$ cat src/rtl/mult_seq_ctrl.sv
// Sequential 32x32 sign-magnitude shift-add multiplier controller that drives a shared adder.
// Define MULT_SIGNED_EN to honor is_signed; otherwise both operands are treated as unsigned.
module mult_seq_ctrl #(
  parameter int WIDTH = 32
) (
  input  logic             clk,
  input  logic             rst_n,
  input  logic             start,
  input  logic             is_signed,
  input  logic [WIDTH-1:0] a,
  input  logic [WIDTH-1:0] b,
  output logic             busy,
  output logic             done,
  output logic [WIDTH-1:0] hi,
  output logic [WIDTH-1:0] lo,
  output logic [WIDTH-1:0] add_a,
  output logic [WIDTH-1:0] add_b,
  output logic             add_cin,
  input  logic [WIDTH-1:0] add_sum,
  input  logic             add_cout
);

  typedef enum logic [2:0] {
    IDLE, PREP_A, PREP_B, MUL, FIX_LO, FIX_HI, DONE
  } state_t;

  state_t           state;
  logic [WIDTH-1:0] a_q;
  logic [WIDTH-1:0] b_q;
  logic [WIDTH-1:0] mcand;
  logic [4:0]       cnt;
  logic             neg_a;
  logic             neg_b;
  logic             neg_p;
  logic             carry;
  logic             sgn;

`ifdef MULT_SIGNED_EN
  assign sgn = is_signed;
`else
  logic unused_sign;
  assign sgn = 1'b0;
  assign unused_sign = is_signed;
`endif

  always_comb begin
    add_a   = '0;
    add_b   = '0;
    add_cin = 1'b0;
    unique case (state)
      PREP_A: begin
        add_a   = neg_a ? ~a_q : a_q;
        add_cin = neg_a;
      end
      PREP_B: begin
        add_a   = neg_b ? ~b_q : b_q;
        add_cin = neg_b;
      end
      MUL: begin
        add_a = hi;
        add_b = lo[0] ? mcand : '0;
      end
      FIX_LO: begin
        add_a   = neg_p ? ~lo : lo;
        add_cin = neg_p;
      end
      // low-word carry only ripples into hi when negating
      FIX_HI: begin
        add_a   = neg_p ? ~hi : hi;
        add_cin = neg_p & carry;
      end
      default: ;
    endcase
  end

  always_ff @(posedge clk or negedge rst_n) begin
    if (!rst_n) begin
      state <= IDLE;
      a_q   <= '0;
      b_q   <= '0;
      mcand <= '0;
      hi    <= '0;
      lo    <= '0;
      cnt   <= '0;
      neg_a <= 1'b0;
      neg_b <= 1'b0;
      neg_p <= 1'b0;
      carry <= 1'b0;
      busy  <= 1'b0;
      done  <= 1'b0;
    end else begin
      done <= 1'b0;
      unique case (state)
        IDLE, DONE: begin
          if (start) begin
            a_q   <= a;
            b_q   <= b;
            neg_a <= sgn & a[WIDTH-1];
            neg_b <= sgn & b[WIDTH-1];
            neg_p <= sgn & (a[WIDTH-1] ^ b[WIDTH-1]);
            busy  <= 1'b1;
            state <= PREP_A;
          end else begin
            state <= IDLE;
          end
        end
        PREP_A: begin
          mcand <= add_sum;
          state <= PREP_B;
        end
        PREP_B: begin
          lo    <= add_sum;
          hi    <= '0;
          cnt   <= '0;
          state <= MUL;
        end
        MUL: begin
          hi  <= {add_cout, add_sum[WIDTH-1:1]};
          lo  <= {add_sum[0], lo[WIDTH-1:1]};
          cnt <= cnt + 5'd1;
          if (cnt == 5'd31)
            state <= FIX_LO;
        end
        FIX_LO: begin
          lo    <= add_sum;
          carry <= add_cout;
          state <= FIX_HI;
        end
        FIX_HI: begin
          hi    <= add_sum;
          busy  <= 1'b0;
          done  <= 1'b1;
          state <= DONE;
        end
        default: state <= IDLE;
      endcase
    end
  end

endmodule

$ cat config.mk
export PLATFORM = sky130hd
export DESIGN_NAME = mult_seq_ctrl
export DESIGN_NICKNAME = d
export VERILOG_FILES = /design/src/rtl/mult_seq_ctrl.sv
export SDC_FILE = /design/constraint.sdc
export NUM_CORES = 1
export LEC_CHECK = 0
export CAP_MARGIN = 20
export CORE_UTILIZATION = 30
export CTS_CLUSTER_SIZE = 28
export DETAILED_ROUTE_END_ITERATION = 6
export GPL_TIMING_DRIVEN = 0
export PLACE_DENSITY = 0.6
export SLEW_MARGIN = 20
export SYNTH_ARGS = -nofsm -noshare
export SYNTH_HDL_FRONTEND = slang
export SYNTH_SLANG_ARGS = --single-unit
$ cat constraint.sdc
create_clock -name clk -period 2.35 [get_ports clk]
set_input_delay 0.5875 -clock clk [delete_from_list [all_inputs] [get_ports clk]]
set_output_delay 0.5875 -clock clk [all_outputs]
set_load 0.01 [all_outputs]
==> results of run 1 <==
==> path summary, 6_finish.rpt <==
path | to | start | cells past startpoint
hold reg to reg | a_q[21]$_DFFE_PN0P_ | a_q[21]$_DFFE_PN0P_ | 1
setup reg to reg | b_q[28]$_DFFE_PN0P_ | state[1]$_DFFE_PN0P_ | 8
setup / recovery | add_a[26] | state[1]$_DFFE_PN0P_ | 8
min in group clk | a_q[21]$_DFFE_PN0P_ | a_q[21]$_DFFE_PN0P_ | 1
max in group asynchronous | mcand[14]$_DFFE_PN0N_ | rst_n | 2
hold / removal | a_q[0]$_DFFE_PN0P_ | rst_n | 1
==> worst max-delay path, delay by kind of cell (launching register included) <==
family | cells | cell delay [ps]
compound gates | 2 | 200
flops | 1 | 400
simple gates | 1 | 130
buf+inv | 5 | 710
==> layer usage <==
metal	wire, um	part of all wire [%]
met1	13770	44
met2	14930	48
met3	1825	5.9
met4	495	1.6
met5	0	0
==> placed cells by master (no fill, tap or decap), types with 2 or more instances in the layout <==
cell type,count
clkbuf_16,23
a31oi_1,32
o22ai_1,30
a22oi_1,33
o22ai_2,4
buf_6,34
nand3_1,5
clkinvlp_4,2
o21ai_0,6
and3_4,13
buf_8,4
buf_4,26
and3_1,21
buf_2,47
a21oi_1,15
nor2_1,39
clkbuf_2,8
buf_12,8
clkdlybuf4s50_1,164
a221oi_1,32
clkbuf_1,20
inv_1,6
a21oi_2,16
ha_1,4
nand2_1,130
mux2_1,50
mux2_2,46
inv_6,6
a21oi_4,4
clkbuf_8,6
bufinv_16,6
mux2i_1,64
dfrtp_1,169
==> what timing repair did <==
item / in CTS / in global routing
hold buffers: 0 / 0
resized for setup: 401 / 61
setup endpoints to repair: 84 / 129
pin swaps: 31 / 22
gates cloned: 4 / 1
setup buffers: 16 / 8
==> cell families after synthesis <==
family,count (synthesis),share of synthesized area [%]
flip-flops,170,50.21
AND/OR/NAND/NOR,215,10.84
adder cells (fa/ha/maj),4,0.5908
multiplexers,160,20.32
XOR/XNOR,1,0.1034
AO/OA/AOI/OAI,176,13.93
other,1,0.04426
buffers and inverters,79,3.958
==> sequential cells by signal, indices dropped and copies added, names as in the netlist <==
signal and flops:
a_q 32, done 1, hi 32, state 3
cnt 5, lo 32, mcand 32, b_q 32
busy 1
==> power by group through the flow <==
stage                     combinational, uW  sequential, uW  clock, uW
final                                  9680            5480       3340
after global placement                 8590            5420          0
after global routing                  10500            5680       3500
after detailed placement               8720            5460          0
after floorplan                        4770            5300          0
after CTS                              9460            5460       3390
==> per-stage QoR <==
stage | area [um^2] | worst slack, ps | hold WS (ps) | setup TNS (ps) | std cells
after floorplan | 8472 | 234.7 | 291.9 | 0 | 806
after global placement | 11240 | -6862 | 459.6 | -1216070 | 1413
after detailed placement | 11270 | -1006 | 473.8 | -50830 | 1414
after CTS | 12480 | -159.0 | 174.9 | -4711 | 1466
after global routing | 12620 | -196.5 | 196.8 | -6670 | 1471
final | 12620 | -123.1 | 156.8 | -2674 | 1471
==> cell type report <==
type	instances	area, um^2	share of cell area, %
timing repair buffer	257	2445	19.37
clock inverter	15	256.5	2.032
clock buffer	17	425.4	3.370
inverter	8	32.53	0.2577
buffer	69	616.8	4.886
multi-input combinational	557	4120	32.64
tap	378	473.0	3.746
sequential	170	4255	33.71
==> impl_metrics.csv, run 1 <==
group,metric,value,unit
outcome,outcome,"complete, but fails checks",
outcome,violations,"setup timing",
sta,min_period_over_period,105.2,%
min_path,min_path_type,"input port to asynchronous set/reset pin",
worst_setup_path,max_stage_delay,400,ps
power,power.internal,11170,uW
sta,fmax,404.4,MHz
route,avgRoutedWirePerCell,21.08,um
power,seq_power_share,29.6,%
layout,fin_nets,1185,
power,ir_drop,469.5,uV
route,vias,7665,
placed_design,io_buffers,229,
worst_setup_path,path_max_fanout,5,
sta,slew_violations,0,
yosys,synth.area.top_cells,"dfrtp_1, mux2i_1, mux2_1, mux2_2, nand2_1",
layout,fill_cells,2634,
route,wl,31020,um
layout,finalCoreUtilization,45.44,%
global_routing,grt_usage,21.91,%
clock_network,path_clk_slew,70,ps
clock_network,cts_buffers,17,
worst_setup_path,cp-end-kind,"output port",
worst_setup_path,critical_path.cell_chain,"buf_6 > nor2b_4 > buf_12 > clkbuf_16 > buf_12 > a21oi_2 > o22ai_1 > buf_2",
worst_setup_path,cp.arrival,1890,ps
sta,rsz0062_at_grt,"yes",
global_routing,gr-usage-met2,36.39,%
power,combPwrFrac,52.3,%
global_routing,antenna_found_initial,0,
placed_design,gp_congestion,0.7778,
floorplan,die_h,170.0,um
route,ant_nets,0,
sta,slew_headroom,52.85,%
yosys,async_reset_ff_share,100.0,%
yosys,yosysSeqAreaShare,50.21,%
floorplan,pin_count,232,
power,swShare,39.61,%
yosys,netlist_area,8472,um^2
flow_run,max-cap-violations,0,
power,leakagePower,0.005578,uW
global_routing,use_met3,3.698,%
yosys,synth_commonest_cells,"dfrtp_1, nand2_1, mux2i_1",
sta,fin_skew,7.494,ps
sta,finalSetupViolCount,58,
worst_setup_path,r2r_slack,90,ps
route,drtIter0Drc,452,
clock_network,htree_levels,4,
floorplan,die_w,170.0,um
power,powerDensity,1465,nW/um^2
yosys,synth.distinct_cells,33,
placed_design,hpwlAfterDp,21000,um
sta,setup_slack,-123.1,ps
layout,antenna_cells,0,
yosys,synth_top_area_cell,"dfrtp_1",
power,power_frac_clock,18.0,%
layout,area_growth,49.02,%
route,drt-vias-per-instance,5.211,
yosys,ys_warn_count,0,
sta,min_period,2473,ps
yosys,post-synth-top-count-cell,"dfrtp_1",
global_routing,grt_max_degree,88,
sta,worstMarginPinSlew,707.2,ps
sta,hold_viol_final,0,
route,dr.pass1.iters,5,
worst_setup_path,cp-start-kind,"flip-flop",
route,drc,0,
floorplan,die_area,28920,um^2
worst_setup_path,slowest_stage,"dfrtp_1",
clock_network,clock_latency,440,ps
floorplan,row_count,61,
clock_network,cts_buffer_depth,2,
global_routing,busiest_layer,"met2",
power,finalPower,18500,uW
yosys,postSynthCellCount,806,
global_routing,grt_pass1_wl,47350,um
global_routing,grt_overflow,0,
floorplan,core_area,27780,um^2
floorplan,start_util,30.49,%
yosys,synth_nets,911,
yosys,syn_avg_cell_area,10.51,um^2
yosys,synth_edf_count,0,
yosys,synth-seq-cells,170,
layout,drive_above_1_share,24.15,%
worst_setup_path,crit_top_cell,"buf_12",
clock_network,cts_tree,"yes",
clock_network,clock-sinks,170,
power,p_switching,7329,uW
worst_setup_path,crit_required,1760,ps
global_routing,grt_pass1_vias,7752,
yosys,synth_top_area_share,50.21,%
clock_network,cts_root_buffer,"clkbuf_16",
worst_setup_path,path_class,"flip-flop to output port",
yosys,ys.flop_type,"dfrtp_1",
global_routing,met1_usage,29.11,%
No activity file was read; power rests on OpenSTA's default activity.
==> run 2: changes to the inputs <==
--- a/config.mk
+++ b/config.mk
@@ -10,7 +10,7 @@
 export CTS_CLUSTER_SIZE = 28
 export DETAILED_ROUTE_END_ITERATION = 6
 export GPL_TIMING_DRIVEN = 0
-export PLACE_DENSITY = 0.6
+export PLACE_DENSITY = 0.55
 export SLEW_MARGIN = 20
 export SYNTH_ARGS = -nofsm -noshare
 export SYNTH_HDL_FRONTEND = slang
==> impl_metrics.csv, run 2 (synthesis results as in run 1) <==
group,metric,value,unit
outcome,outcome,"complete, but fails checks",
outcome,violations,"setup timing",
global_routing,grt_max_degree,89,
sta,worstMarginPinSlew,708.7,ps
floorplan,die_h,170.0,um
clock_network,path_clk_slew,70,ps
worst_setup_path,cp.arrival,1860,ps
floorplan,core_area,27780,um^2
worst_setup_path,path_max_fanout,6,
floorplan,die_w,170.0,um
sta,tns,-2416,ps
worst_setup_path,timing.rr.start,"state[1]$_DFFE_PN0P_",
global_routing,grt_overflow,0,
placed_design,gp_congestion,0.7715,
global_routing,grt_usage,21.94,%
layout,layout_common_cells,"dfrtp_1, clkdlybuf4s50_1, nand2_1",
sta,min_period_over_period,104.1,%
layout,fin_nets,1180,
worst_setup_path,cp-end-kind,"output port",
clock_network,cts_buffers,17,
sta,fmax,408.7,MHz
power,ir_drop,534.9,uV
worst_setup_path,cp-startpoint,"state[0]$_DFFE_PN0P_",
clock_network,cts_tree,"yes",
global_routing,busiest_layer,"met2",
floorplan,row_count,61,
clock_network,htree_levels,4,
sta,slew_headroom,52.76,%
route,avgRoutedWirePerCell,21.28,um
sta,setup_slack,-96.83,ps
layout,fill_cells,2718,
clock_network,cts_hold_buf,0,
min_path,min_path_type,"input port to asynchronous set/reset pin",
clock_network,clock-sinks,170,
worst_setup_path,r2r_cells,8,
global_routing,antenna_found_initial,0,
worst_setup_path,crit_required,1760,ps
sta,fin_skew,9.071,ps
global_routing,grt_pass1_vias,7669,
worst_setup_path,path_class,"flip-flop to output port",
route,drc,0,
placed_design,hpwlAfterDp,21300,um
sta,rsz0062_at_grt,"yes",
sta,slew_violations,0,
route,drt-vias-per-instance,5.241,
placed_design,io_buffers,229,
sta,hold_viol_final,0,
worst_setup_path,r2r_end,"hi[23]$_DFFE_PN0P_",
layout,drive_above_1_share,24.36,%
clock_network,cts_root_buffer,"clkbuf_16",
floorplan,start_util,30.49,%
clock_network,cts_buffer_depth,2,
placed_design,place_ws,-1008,ps
route,drtIter0Drc,407,
sta,finalSetupViolCount,61,
global_routing,use_met3,3.628,%
route,ant_nets,0,
floorplan,pin_count,232,
power,leakagePower,0.005514,uW
global_routing,grt_pass1_wl,47590,um
power,powerDensity,1444,nW/um^2
worst_setup_path,cp-start-kind,"flip-flop",
floorplan,die_area,28920,um^2
global_routing,met1_usage,29.38,%
power,finalPower,17980,uW
route,vias,7683,
layout,antenna_cells,0,
global_routing,gr-usage-met2,36.58,%
route,dr.pass1.iters,5,
flow_run,max-cap-violations,0,
layout,area_growth,46.97,%
worst_setup_path,r2r_slack,200,ps
sta,min_period,2447,ps
route,wl,31200,um
layout,mostFrequentLayoutCell,"dfrtp_1",
clock_network,clock_latency,430,ps
[run 2: stage by stage]
step	cells	hold slack, ps	cell area, um^2	utilization, %
2_1_floorplan	806	291.9	8472	-
3_3_place_gp	1413	458.9	11240	40.45
3_5_place_dp	1414	470.3	11270	40.56
4_1_cts	1464	180.5	12240	44.07
5_1_grt	1466	198.3	12450	44.82
6_report	1466	125.7	12450	44.82
[run 2: repair_timing]
action,4_1_cts,5_1_grt
setup endpoints to repair,64,71
gates cloned,5,1
resized for setup,401,49
buffers inserted,13,1
endpoints found under the hold margin,0,0
pin swaps,28,24
[run 2: where the power goes]
group | total (uW) | switching, uW | internal [uW]
clock | 2890 | 1310 | 1590
sequential | 5480 | 1170 | 4310
combinational | 9610 | 4850 | 4750
[run 2: worst max path at each step]
stage                                endpoint  slack, ps  cells past startpoint
after floorplan                     add_a[10]        230                      6
after global placement    b_q[16]$_DFFE_PN0P_      -6940                      1
after detailed placement            add_a[17]      -1010                      7
after CTS                           add_a[21]        -90                      7
after global routing                add_a[17]       -170                      8
final                               add_a[30]       -100                      7
[run 2: layout make-up]
| cell class | count | area (um^2) | area share [%] |
|---|---|---|---|
| Sequential cell | 170 | 4255 | 34.18 |
| Multi-Input combinational cell | 557 | 4151 | 33.34 |
| Timing Repair Buffer | 250 | 2308 | 18.54 |
| Buffer | 71 | 641.9 | 5.155 |
| Tap cell | 378 | 473.0 | 3.799 |
| Clock buffer | 17 | 425.4 | 3.417 |
| Clock inverter | 15 | 162.7 | 1.306 |
| Inverter | 8 | 32.53 | 0.2613 |
[run 2: routing by layer]
metal	part of all wire [%]	wire (um)	up-vias
met3	4.9	1543	31
met4	1.5	459	0
li1	-	-	3484
met1	45	13910	3906
met5	0	0	-
met2	49	15290	262
[run 2: worst max-delay path, stage by stage, from the launching register on]
cell and delay (ps):
dfrtp_1 420, buf_6 140, nor2b_4 160, clkbuf_16 200, clkbuf_16 170, a21oi_2 50
o22ai_1 130, buf_2 160
==> run 3: changes to the inputs <==
--- a/config.mk
+++ b/config.mk
@@ -6,11 +6,12 @@
 export NUM_CORES = 1
 export LEC_CHECK = 0
 export CAP_MARGIN = 20
-export CORE_UTILIZATION = 30
+export CORE_UTILIZATION = 45
 export CTS_CLUSTER_SIZE = 28
 export DETAILED_ROUTE_END_ITERATION = 6
+export DONT_BUFFER_PORTS = 1
 export GPL_TIMING_DRIVEN = 0
-export PLACE_DENSITY = 0.55
+export PLACE_DENSITY = 0.61
 export SLEW_MARGIN = 20
 export SYNTH_ARGS = -nofsm -noshare
 export SYNTH_HDL_FRONTEND = slang
==> impl_metrics.csv, run 3 (synthesis results as in run 1) <==
group,metric,value,unit
floorplan,die_h,139.2,um
worst_setup_path,timing.rr.start,"state[1]$_DFFE_PN0P_",
floorplan,row_count,49,
route,drt-vias-per-instance,6.449,
min_path,min_path_type,"input port to asynchronous set/reset pin",
worst_setup_path,cp-start-kind,"flip-flop",
clock_network,path_clk_slew,70,ps
sta,finalSetupViolCount,11,
route,wl_met3,2103,um
clock_network,htree_levels,4,
worst_setup_path,max_stage_delay,430,ps
route,wirelength_met1,11590,um
sta,holdWs,-145.2,ps
layout,area_growth,28.18,%
flow_run,max-cap-violations,0,
global_routing,grt_overflow,0,
sta,worstMarginPinSlew,726.5,ps
outcome,outcome,"complete, but fails checks",
global_routing,grt_pass1_wl,42080,um
worst_setup_path,crit_cells,6,
layout,finalCoreUtilization,59.64,%
clock_network,cts_buffers,17,
clock_network,cts_tree,"yes",
worst_setup_path,r2r_end,"state[2]$_DFFE_PN0P_",
layout,antenna_cells,0,
sta,hold_viol_final,170,
floorplan,pin_count,232,
power,powerDensity,1600,nW/um^2
worst_setup_path,cp-startpoint,"state[0]$_DFFE_PN0P_",
sta,setup_slack,-17.10,ps
floorplan,core_area,18210,um^2
route,avgRoutedWirePerCell,26.09,um
layout,layout_common_cells,"dfrtp_1, nand2_1, mux2_1",
route,wl_met2,14030,um
worst_setup_path,critPathCapture,"add_a[28]",
placed_design,io_buffers,0,
worst_setup_path,path_class,"flip-flop to output port",
worst_setup_path,critical_path.cell_chain,"buf_4 > nor2b_4 > clkbuf_16 > buf_12 > a21oi_4 > o22ai_4",
worst_setup_path,r2r_slack,90,ps
global_routing,antenna_found_initial,0,
route,ant_nets,0,
outcome,violations,"DRC, hold timing, setup timing",
sta,min_period_over_period,100.7,%
route,dr.pass1.iters,7,
worst_setup_path,timing.critical_path.buf_inv,3,
clock_network,clock-sinks,170,
layout,fin_nets,955,
global_routing,grt_max_degree,171,
placed_design,gp_congestion,0.8680,
clock_network,clock_latency,430,ps
route,drc,13,
floorplan,die_w,139.2,um
clock_network,cts_buffer_depth,2,
route,wl,28490,um
power,ir_drop,745.8,uV
sta,min_period,2367,ps
sta,fin_skew,7.157,ps
worst_setup_path,cpLargestDelayFamily,"buffers and inverters",
layout,mostFrequentLayoutCell,"dfrtp_1",
floorplan,start_util,46.53,%
sta,rsz0062_at_grt,"yes",
worst_setup_path,crit_required,1760,ps
worst_setup_path,r2r_cells,9,
global_routing,grt_usage,28.42,%
power,leakagePower,0.004562,uW
placed_design,place_ws,-440.1,ps
worst_setup_path,slowest_stage,"dfrtp_1",
clock_network,cts_root_buffer,"clkbuf_16",
route,vias,7042,
sta,fmax,422.5,MHz
global_routing,grt_pass1_vias,7255,
placed_design,hpwlAfterDp,18220,um
route,drtIter0Drc,499,
route,highest_layer,"met4",
sta,slew_violations,0,
floorplan,die_area,19380,um^2
worst_setup_path,cp-end-kind,"output port",
layout,drive_above_1_share,30.71,%
worst_setup_path,cp.arrival,1780,ps
worst_setup_path,path_max_fanout,5,
sta,slew_headroom,51.57,%
==> run 3: timing repair <==
item	in CTS	in global routing
cloned	1	4
buffers inserted	6	17
gates resized for setup	148	147
setup endpoints to repair	68	60
endpoints found under the hold margin	170	170
pin swaps	16	31
==> run 3: worst min path at each step <==
stage / depth (start not counted) / start / to
after floorplan: 0 / rst_n / a_q[0]$_DFFE_PN0P_
after global placement: 0 / rst_n / a_q[0]$_DFFE_PN0P_
after detailed placement: 0 / rst_n / b_q[30]$_DFFE_PN0P_
after CTS: 0 / rst_n / b_q[30]$_DFFE_PN0P_
after global routing: 0 / rst_n / b_q[30]$_DFFE_PN0P_
final: 0 / rst_n / b_q[30]$_DFFE_PN0P_
==> run 3: worst register-to-register path: stages (launching register included) <==
cell      delay [ps]
dfrtp_2          430
buf_4            160
inv_4             70
buf_8            130
buf_1            400
ha_1             360
inv_1            120
o21ai_0          100
a21boi_0         290
a41o_1           140
==> run 3: layer usage <==
metal	vias up	GRT usage (%)
li1	3046	-
met2	332	47.53
met5	-	0
met3	49	6.194
met1	3615	36.26
met4	0	10.41
==> run 3: cell type report <==
type / count / area [um^2]
inverters: 8 / 32.53
fillers: 1434 / 7350
clock buffers: 23 / 498.0
repair buffers: 28 / 336.6
plain buffers: 68 / 575.6
clock inverters: 9 / 87.58
multi-input cells: 557 / 4786
well taps: 229 / 286.5
flip-flops and latches: 170 / 4257
==> run 3: power breakdown <==
group / switching (uW) / internal, uW / leakage, uW / total (uW)
registers: 1650 / 4310 / 0.00207 / 5960
logic: 4680 / 3940 / 0.00221 / 8630
clock network: 1190 / 1600 / 0.000290 / 2790
total: 7520 / 9860 / 0.00456 / 17400
==> run 3: through the flow <==
stage          instance area (um^2)  power (uW)  TNS, ps  std cells
2_1_floorplan                  8472       10070        0        806
3_3_place_gp                   8758       11630   -15410       1035
3_5_place_dp                   8758       11920   -17790       1035
4_1_cts                        9973       15740   -458.0       1074
5_1_grt                       10860       18300   -919.6       1092
6_report                      10860       17380   -69.80       1092
